## src/rtl/gen_burst_pkg.sv

```systemverilog
// rtl/gen_burst_pkg.sv - state encoding and default constants for gen_burst_scheduler
package gen_burst_pkg;

  typedef enum logic [2:0] {
    IDLE,
    WAIT_SPACE,
    TRIG,
    WAIT_FIRST,
    STREAM,
    GAP
  } state_t;

  localparam int DEF_BURST_LEN  = 1024;
  localparam int DEF_FIFO_AW    = 12;
  localparam int DEF_GAP_CYCLES = 16;
  localparam int DEF_FIRST_TMO  = 8;

endpackage

```

## src/rtl/gen_burst_scheduler.sv

```systemverilog
// rtl/gen_burst_scheduler.sv - burst trigger FSM for the pattern generator; GEN_BURST_SCHED_STALL_CNT_EN adds the stall counter
module gen_burst_scheduler
  import gen_burst_pkg::*;
#(
  parameter int BURST_LEN  = DEF_BURST_LEN,
  parameter int FIFO_AW    = DEF_FIFO_AW,
  parameter int GAP_CYCLES = DEF_GAP_CYCLES,
  parameter int FIRST_TMO  = DEF_FIRST_TMO
) (
  input  logic               clk_in,
  input  logic               rst_n_in,
  input  logic               start,
  input  logic               stop,
  input  logic [15:0]        burst_num,
  input  logic [FIFO_AW:0]   fifo_used,
  input  logic               gen_tx_write,
  output logic               gen_trigger,
  output logic               busy,
  output logic               done,
  output logic [15:0]        bursts_done,
  output logic               tmo_err,
  output logic               proto_err,
  output logic [31:0]        stall_cycles
);

  localparam int BW = $clog2(BURST_LEN + 1);
  localparam int GW = $clog2(GAP_CYCLES + 1);
  localparam int TW = $clog2(FIRST_TMO + 1);
  localparam logic [FIFO_AW+1:0] LP_BURST = (FIFO_AW+2)'(BURST_LEN);
  localparam logic [FIFO_AW+1:0] LP_DEPTH = (FIFO_AW+2)'(2**FIFO_AW);

  state_t          r_state;
  logic            r_gen_trigger;
  logic            r_done;
  logic            r_tmo_err;
  logic            r_proto_err;
  logic            r_stop_flag;
  logic [15:0]     r_burst_num;
  logic [15:0]     r_bursts_done;
  logic [BW-1:0]   r_beat_cnt;
  logic [GW-1:0]   r_gap_cnt;
  logic [TW-1:0]   r_tmo_cnt;

  logic            w_space;
  logic            w_end_of_run;

  // One extra bit on the sum so a nearly full FIFO cannot wrap and look empty
  assign w_space      = (({1'b0, fifo_used} + LP_BURST) <= LP_DEPTH);
  assign w_end_of_run = r_stop_flag || stop ||
                        ((r_burst_num != 16'd0) && (r_bursts_done == r_burst_num));

  always_ff @(posedge clk_in or negedge rst_n_in) begin
    if (!rst_n_in) begin
      r_state       <= IDLE;
      r_gen_trigger <= 1'b0;
      r_done        <= 1'b0;
      r_tmo_err     <= 1'b0;
      r_proto_err   <= 1'b0;
      r_stop_flag   <= 1'b0;
      r_burst_num   <= '0;
      r_bursts_done <= '0;
      r_beat_cnt    <= '0;
      r_gap_cnt     <= '0;
      r_tmo_cnt     <= '0;
    end else begin
      r_gen_trigger <= 1'b0;
      r_done        <= 1'b0;
      if (gen_tx_write && (r_state inside {IDLE, WAIT_SPACE, TRIG, GAP}))
        r_proto_err <= 1'b1;
      if (stop && (r_state != IDLE))
        r_stop_flag <= 1'b1;
      case (r_state)
        IDLE: begin
          if (start) begin
            r_burst_num   <= burst_num;
            r_bursts_done <= '0;
            r_stop_flag   <= stop;
            r_state       <= WAIT_SPACE;
          end
        end
        WAIT_SPACE: begin
          if (stop) begin
            r_done  <= 1'b1;
            r_state <= IDLE;
          end else if (w_space) begin
            r_gen_trigger <= 1'b1;
            r_state       <= TRIG;
          end
        end
        TRIG: begin
          r_beat_cnt <= '0;
          r_tmo_cnt  <= '0;
          r_state    <= WAIT_FIRST;
        end
        WAIT_FIRST: begin
          if (gen_tx_write) begin
            r_beat_cnt <= BW'(1);
            r_state    <= STREAM;
          end else if (r_tmo_cnt == TW'(FIRST_TMO - 1)) begin
            r_tmo_err <= 1'b1;
            r_done    <= 1'b1;
            r_state   <= IDLE;
          end else begin
            r_tmo_cnt <= r_tmo_cnt + 1'b1;
          end
        end
        STREAM: begin
          if (gen_tx_write) begin
            if (r_beat_cnt == BW'(BURST_LEN - 1)) begin
              r_bursts_done <= r_bursts_done + 16'd1;
              r_gap_cnt     <= '0;
              r_state       <= GAP;
            end else begin
              r_beat_cnt <= r_beat_cnt + 1'b1;
            end
          end
        end
        GAP: begin
          if (r_gap_cnt == GW'(GAP_CYCLES - 1)) begin
            if (w_end_of_run) begin
              r_done  <= 1'b1;
              r_state <= IDLE;
            end else begin
              r_state <= WAIT_SPACE;
            end
          end else begin
            r_gap_cnt <= r_gap_cnt + 1'b1;
          end
        end
        default: r_state <= IDLE;
      endcase
    end
  end

`ifdef GEN_BURST_SCHED_STALL_CNT_EN
  logic [31:0] r_stall_cycles;

  always_ff @(posedge clk_in or negedge rst_n_in) begin
    if (!rst_n_in)
      r_stall_cycles <= '0;
    else if ((r_state == IDLE) && start)
      r_stall_cycles <= '0;
    else if ((r_state == WAIT_SPACE) && !w_space && (r_stall_cycles != 32'hFFFF_FFFF))
      r_stall_cycles <= r_stall_cycles + 32'd1;
  end

  assign stall_cycles = r_stall_cycles;
`else
  assign stall_cycles = '0;
`endif

  assign gen_trigger = r_gen_trigger;
  assign busy        = (r_state != IDLE);
  assign done        = r_done;
  assign bursts_done = r_bursts_done;
  assign tmo_err     = r_tmo_err;
  assign proto_err   = r_proto_err;

endmodule
```

## config.mk

```make
export PLATFORM = sky130hd
export DESIGN_NAME = gen_burst_scheduler
export DESIGN_NICKNAME = d
export VERILOG_FILES = /design/src/rtl/gen_burst_pkg.sv /design/src/rtl/gen_burst_scheduler.sv
export SDC_FILE = /design/constraint.sdc
export NUM_CORES = 1
export LEC_CHECK = 0
export BUFFER_PORTS_ARGS = -buffer_cell sky130_fd_sc_hd__buf_2
export CAP_MARGIN = 25
export CORE_MARGIN = 2
export CORE_UTILIZATION = 26
export DETAILED_ROUTE_END_ITERATION = 7
export PLACE_DENSITY = 0.54
export SETUP_SLACK_MARGIN = 0.15
export SLEW_MARGIN = 20
export SYNTH_ARGS = -nofsm -noshare
export SYNTH_HDL_FRONTEND = slang
export SYNTH_SLANG_ARGS = --single-unit
export TNS_END_PERCENT = 100
```

## constraint.sdc

```tcl
create_clock -name clk_in -period 1.75 [get_ports clk_in]
set_input_delay 0.35 -clock clk_in [delete_from_list [all_inputs] [get_ports clk_in]]
set_output_delay 0.35 -clock clk_in [all_outputs]
set_load 0.05 [all_outputs]
```

==> impl.org, run 1 <==
** Outcome
- The run finished, with violations left.
- The checks that failed: negative setup slack.

** Floorplanning
- The die covers 14400 um2.
- For this configuration, the core starts out at a cell density of 26.5%.
- Die X-Extent :: 120 um
- Number of ports placed on the die boundary :: 87
- Total core area :: 13200 um2
- Die Span Y :: 120 um
- Row generation in the floorplan step produced 42 rows.

** Critical path
- STA classifies the critical path startpoint as a flip-flop.
- Critical Path Slowest Stage Cell :: dfrtp_2
- The critical path crosses 3 cells after its start point.
- Crit Path Class :: reg -> out
- Slowest stage delay, CP :: 440 ps
- Critical path fanouts, max :: 5
- R2R setup slack :: -30 ps
- Walking the worst path, the cells encountered are or3_4, buf_6, buf_8.
- Worst reg2reg path startpoint :: r_state[1]
- Kind of cell adding the most delay to the critical path :: flip-flops
- R2R cell count :: 6
- Crit path buffers/inverters :: 2
- Critical path capture point :: busy
- Required time worst endpoint :: 1400 ps
- Crit. End Element :: output port
- Data arrives at the worst endpoint at 1460 ps.
- Startpoint of the worst setup timing path :: r_state[0]
- The worst register-to-register path ends at bursts_done[13].

** Yosys
- The Yosys step of the flow raised 0 warnings.
- Ys flop type :: dfrtp_1
- Distinct cells, synth :: 53
- Yosys mapped a number of flops with a built-in enable equal to 0.
- After synthesis the cells add up to 3500 um2.
- Synthesis inferred 60 register bits.
- A synthesized cell averages 9.86 um2.
- Of all flip-flops after synthesis, the portion carrying an async set or reset was 100%.
- Sequential element share of the synthesized area :: 42.9%
- After technology mapping, the gate count stands at 355.

** Cells and area
- The repair_antennas step left the layout with diodes totalling 0.
- Counting the fill cells in the layout gives 1258.
- Cells with a size suffix above 1 make up 44.2% of the layout.
- Most common cell after layout, fill and taps aside :: buf_2
- Number of cells in the finished layout apart from fillers :: 665
- Final core utilization :: 39.5%
- Area of the multi-input gates :: 2160 um2
- In the layout the commonest cells are buf_2 (52), buf_4 (50), dfrtp_1 (48), conb_1 (32), nor2_1 (31).
- Final Net Count :: 523
- Relative to the synthesized area, the layout overhead comes to 48.8%.
- Sequential cell area in the final layout :: 1520 um2

** Clock network
- Clock-pin slew was measured on the worst setup and hold paths at 60 ps.
- Clock insertion delay at the later pin of the skew report :: 320 ps
- CTS saw 60 sinks.
- Clock root buffer :: clkbuf_16
- Clock buffer count from CTS :: 9
- Longest Clk Path Bufs :: 2
- TritonCTS built the clock tree.
- The H-tree generated during clock tree synthesis spans 3 levels.

** Detailed routing
- The first TritonRoute pass finished after 4 iterations.
- Iter 0 DRT Violations :: 119
- For this block, the routed nets add up to 9480 um of wire.
- The count of nets left with antenna violations once routing finished came out at 0.
- Dividing the detail-routed via count by the number of cells gives 4.53.
- Drt drc :: 0
- In the final routed layout, each cell accounts on average for 14.3 um.
- Count of vias placed by the detailed router :: 3012

** Placement
- In this run, placement finished with an instance count of 628.
- Timing analysis after detailed placement gives a worst setup slack of -34.6 ps.
- The congestion estimate from routability-driven global placement came to 0.746.
- The HPWL after detailed placement is 6570 um.
- The count of buffers added on input and output ports is 54.

** Timing
- Hold Fails Final Rpt :: 0
- Worst setup skew after layout :: 6.54 ps
- Number of setup violations in the final report :: 8
- The final-report max-slew violation count came to 0.
- Post-layout min period :: 1810 ps
- Of the available clock period, the critical path in the final layout requires 103%.
- FMAX :: 553 MHz
- Setup repair after global routing could not meet its margin everywhere.
- Final WS setup :: -59.1 ps
- Setup TNS Final :: -120 ps

** Pwr
- Dividing total power by cell area gives a power density of 1350 nW/um2.
- Largest voltage drop on the vdd net :: 802 uV
- Total power draw :: 0.00701 W
- LEAKAGE :: 2.40 nW

** GRT
- All-Layer GR Usage :: 13.6%
- Largest net degree at the start of global routing :: 61
- Vias in the first global route :: 3144
- Wire length of the first global-routing pass :: 15400 um
- The number of antenna violations at the first check in global routing is 0.
- The total overflow left after global routing is 0.

** Worst hold path
- Worst hold-check path type :: in -> async

** Job
- Max-cap violations in this run came to 0.
[registers in the layout, summed over array words and instances (netlist names)]
register and cells:
bursts_done 16, r_burst_num 16, r_beat_cnt 11, r_gap_cnt 5, r_tmo_cnt 4, r_state 3, done 1, gen_trigger 1
proto_err 1, r_stop_flag 1, tmo_err 1
[synth_stat cells, drive strengths merged (2+ instances only)]
library cell | n | area [um2]
xnor2 | 17 | 149
mux2 | 18 | 203
clkbuf | 3 | 11.3
nor2 | 35 | 134
nor3 | 7 | 35.0
inv | 12 | 45.0
o22ai | 3 | 18.8
o211ai | 2 | 20.0
nand4 | 9 | 71.3
nor4 | 15 | 124
nand3 | 6 | 42.5
a21oi | 11 | 55.1
a31oi | 4 | 25.0
dfrtp | 60 | 1500
xor2 | 19 | 166
nand3b | 3 | 22.5
o21ai | 17 | 85.1
nand2 | 22 | 82.6
nand2b | 5 | 31.3
buf | 39 | 277
ha | 5 | 62.6
and3 | 7 | 43.8
and4 | 4 | 35.0
o2111ai | 6 | 52.6
a21o | 2 | 15.0
o31ai | 2 | 15.0
or3 | 4 | 25.0
[per-layer routing]
layer	wire (um)	GRT usage (%)	up-vias
met5	0	0	-
met4	131	3.97	0
met3	375	3.18	12
met2	4680	22.9	74
met1	4290	17.3	1465
li1	-	-	1461
[power breakdown]
| part | switching, W | total, W | internal (W) |
|---|---|---|---|
| Combinational | 0.00149 | 0.00312 | 0.00163 |
| Sequential | 0.000400 | 0.00217 | 0.00177 |
| Clock | 0.000633 | 0.00173 | 0.00109 |
| Total | 0.00252 | 0.00701 | 0.00449 |
[cell families after synthesis]
group	synth area share, %
buf+inv	9.51
xor+xnor	9.01
simple gates	20.5
compound gates	10.2
flops	42.9
fa+ha+maj	1.79
mux	6.08
other cells	0.107
[cell type report]
cell class / count / area share [%]
Clock buffer: 11 / 4.47
Inverter: 12 / 0.865
Multi-Input combinational cell: 273 / 41.4
Clock inverter: 5 / 1.01
Timing Repair Buffer: 128 / 18.9
Sequential cell: 60 / 29.1
Tap cell: 176 / 4.23
[per-stage QoR]
| step | hold slack [ps] | area [um2] |
|---|---|---|
| 3_3_place_gp | 385 | 4390 |
| 2_1_floorplan | 54.4 | 3760 |
| 3_5_place_dp | 386 | 4390 |
| 5_1_grt | 46.2 | 5210 |
| 6_report | 28.2 | 5210 |
| 4_1_cts | 37.6 | 5100 |
[worst register-to-register path: stages (launching register included)]
cell and delay [ps]:
dfrtp_1 410, nand4bb_4 250, nor4_4 280, buf_6 180, o211ai_2 120, or3_1 330, a21oi_1 140
[worst min path at each step]
| stage | depth (start not counted) | from | slack, ps | endpoint |
|---|---|---|---|---|
| 2_1_floorplan | 0 | rst_n_in | 50 | bursts_done[0] |
| 3_3_place_gp | 2 | rst_n_in | 390 | bursts_done[10] |
| 3_5_place_dp | 2 | rst_n_in | 390 | bursts_done[10] |
| 4_1_cts | 2 | rst_n_in | 40 | bursts_done[10] |
| 5_1_grt | 2 | rst_n_in | 50 | bursts_done[14] |
| 6_report | 2 | rst_n_in | 30 | bursts_done[10] |
[repair_timing]
action	in CTS	in global routing
resized for setup	58	15
buffers inserted	14	5
pin swaps	17	10
cloned	2	0
hold buffers	0	0
endpoints found under the setup margin	49	54
Power figures use the tool's default switching activity.
==> inputs of run 2 (changes only) <==
--- a/config.mk
+++ b/config.mk
@@ -7,6 +7,7 @@
 export LEC_CHECK = 0
 export BUFFER_PORTS_ARGS = -buffer_cell sky130_fd_sc_hd__buf_2
 export CAP_MARGIN = 25
+export CORE_ASPECT_RATIO = 0.5
 export CORE_MARGIN = 2
 export CORE_UTILIZATION = 26
 export DETAILED_ROUTE_END_ITERATION = 7
==> run 2 against run 1 <==
The run still ends with negative setup slack left. First-iteration DRC count is 32% lower. Register-to-register slack hardly changed. Die area is 0.38% higher. Clock power hardly changed. Combinational power is 8.3% higher. Maximum frequency is 0.76% higher. Count of clock-buffer cells in the layout is 1 lower. Sequential cell count stayed put. Critical path depth stayed put. Worst hold slack worse by 1.9 ps.
==> impl.org, run 2 (synthesized netlist as in run 1, its figures left out) <==
** Outcome
- The checks that failed: negative setup slack.
- Result of the run :: finished with violations

** Pwr
- The share of total power in combinational logic came to 46.6% (+2.1 points).
- The internal power was 0.00464 W (+3.4%).
- The net switching component of the power was 0.00261 W (+3.6%).
- The leakage power summed over all cells was 2.49 nW (+3.4%).
- Portion of total power attributed to sequential cells :: 29.7% (-1.2 points)
- The largest voltage drop on the vdd net was 683 uV (-15%).
- The switching share of total power is 36.0% (+0.050 points).
- The total power density per cell area came to 1350 nW/um2 (+0.32%).
- The part of the total power dissipated in the clock network came to 23.7% (-0.9 points).

** Floorplanning
- Die X-Extent :: 168 um (+40%)
- Number of ports placed on the die boundary :: 87 (unchanged)
- The die footprint came to 14500 um2 (+0.38%).
- Die Span Y :: 86.1 um (-28%)
- Starting utilization of the core area :: 27.1% (+0.56 points)
- The count of standard-cell rows is 29 (-31%).
- The area of the core region is 12900 um2 (-2.1%).

** Clock network
- Quantity of hold-fixing buffers added after cts :: 0 (unchanged)
- Clock insertion delay at the later pin of the skew report :: 330 ps (about the same)
- Longest Clk Path Bufs :: 2 (unchanged)
- Clock buffer count from CTS :: 9 (unchanged)
- The TritonCTS sink count is 60 (unchanged).
- The clock transition at the registers of the reported paths is 60 ps (about the same).
- TritonCTS clock tree :: yes
- Clock root buffer :: clkbuf_16
- CTS HTree Levels :: 3 (unchanged)

** Critical path
- Required time worst endpoint :: 1400 ps (about the same)
- Arrival time at the worst endpoint :: 1450 ps (about the same)
- The largest driver fanout on the critical path came to 3 (-2).
- Crit. End Element :: output port
- The signal on the critical path passes through or3_4, buf_6, buf_8.
- Crit Path Class :: reg -> out
- The critical path's largest stage delay was 420 ps (-20 ps).
- The slowest stage of the critical path belongs to the cell dfrtp_2.
- Type of origin of the critical path :: flip-flop

** Timing
- Hold Fails Final Rpt :: 0 (unchanged)
- The slack of the critical path came to -45.4 ps (+13.7 ps).
- Worst setup skew after layout :: 6.81 ps (+0.274 ps)
- Setup TNS Final :: -106 ps (+14.2 ps)
- Number of setup violations in the final report :: 6 (-2)
- The final-report max-slew violation count was 0 (unchanged).
- The final critical-path required period was 1800 ps (-13.7 ps).
- The hold slack is 26.3 ps (-1.91 ps).
- Setup repair after global routing could not meet its margin everywhere.
- FMAX :: 557 MHz (+0.76%)
- Post-route fraction of the period consumed by the critical path :: 103% (-0.78 points)

** Detailed routing
- The total routed wirelength came to 9610 um (+1.4%).
- 1st-pass router iterations :: 4 (unchanged)
- Wire length on met2 :: 4670 um (-0.28%)
- The vias after detailed routing was 3024 (+0.40%).
- The highest layer touched by signal routing is met4.
- Vias per inst :: 4.53 (about the same)
- WL met1 :: 4550 um (+6.1%)
- Met3 wire length :: 265 um (-29%)
- Drt drc :: 0 (unchanged)
- Iter 0 DRT Violations :: 81 (-32%)
- Residual antenna-violating net count after detailed routing :: 0 (unchanged)
- The wire length per cell after detailed routing is 14.4 um (+1.1%).

** Placement
- The placed wire-length estimate after detailed placement was 6410 um (-2.4%).
- The count of port buffers added during placement is 54 (unchanged).
- Routability congestion estimate :: 0.814 (+9.1%)

** GRT
- The maximum number of pins on one net before global-route repair is 61 (unchanged).
- Initial antenna violation count :: 0 (unchanged)
- Vias in the first global route :: 3066 (-2.5%)
- The wire length of the first global-routing pass was 15700 um (+1.7%).
- Overflow left after global routing :: 0 (unchanged)
- The overall fraction of global-route tracks in use came to 13.8% (+0.23 points).

** Cells and area
- The total inserted antenna cells came to 0 (unchanged).
- The layout cell share with drive strength beyond 1 was 47.7% (+3.5 points).
- Final Net Count :: 531 (+1.5%)
- Leaving out fill and tap cells, the most frequent cell in the layout is buf_4.
- From synthesis to final layout, the design area changed by 53.5%.
- In the layout the commonest cells are buf_4 (57), buf_2 (53), dfrtp_1 (48), conb_1 (32), nor2_1 (30).

** Worst hold path
- Worst hold-check path type :: in -> async

** Job
- # Max-Cap Violations :: 0 (unchanged)
run 2: cell count changes in the layout (fill, tap and decap cells not counted), sizes merged:
cell / change
a21oi: -1
buf: +10
clkbuf: -2
clkinv: +2
clkinvlp: -1
run 2: metal layers:
metal  up-vias  global-route usage, %
li1       1481                      -
met1      1473                   17.8
met2        60                   23.8
met3        10                   2.68
met4         0                   4.08
met5         -                      0
run 2: layout make-up:
| class | instances | area, um2 |
|---|---|---|
| well taps | 170 | 213 |
| fillers | 1245 | 7540 |
| repair buffers | 137 | 1100 |
| multi-input cells | 272 | 2220 |
| inverters | 12 | 45.0 |
| clock inverters | 6 | 55.1 |
| flip-flops and latches | 60 | 1520 |
| clock buffers | 10 | 229 |
run 2: power by group through the flow:
stage	registers [W]	logic [W]	clock network, W
after floorplan	0.00218	0.00170	0
after global placement	0.00216	0.00264	0
final	0.00215	0.00338	0.00172
after CTS	0.00214	0.00318	0.00177
after global routing	0.00220	0.00363	0.00183
after detailed placement	0.00217	0.00265	0
run 2: stage by stage:
stage | power, W | setup slack, ps | utilization, % | instances | cell area (um2)
after floorplan | 0.00388 | -51.9 | - | 386 | 3760
after global placement | 0.00479 | -52.9 | 34.3 | 627 | 4430
after detailed placement | 0.00483 | -90.6 | 34.3 | 627 | 4430
after CTS | 0.00709 | -66.4 | 40.1 | 661 | 5170
after global routing | 0.00766 | -115 | 41.6 | 667 | 5370
final | 0.00725 | -45.4 | 41.6 | 667 | 5370
run 2: worst paths after layout:
kind,slack [ps],start,cells past startpoint,end
worst max-delay path,-50,r_state[2],3,busy
worst max register to register,-20,r_beat_cnt[1],8,r_beat_cnt[7]
max in group asynchronous,1430,rst_n_in,2,bursts_done[8]
min in group clk_in,250,burst_num[10],2,r_burst_num[10]
worst min register to register,460,proto_err,1,proto_err
worst min-delay path,30,rst_n_in,2,r_gap_cnt[2]
run 2: timing repair:
action | CTS | global route
gates resized for setup | 57 | 32
setup buffers | 16 | 6
endpoints found under the setup margin | 49 | 55
pin swaps | 34 | 22
gates cloned | 2 | 0
run 2: worst max-delay path: cells and delay by family (launching register included):
kind | cells | cell delay [ps]
buffers and inverters | 2 | 280
DFF | 1 | 420
and+or+nand+nor | 1 | 420
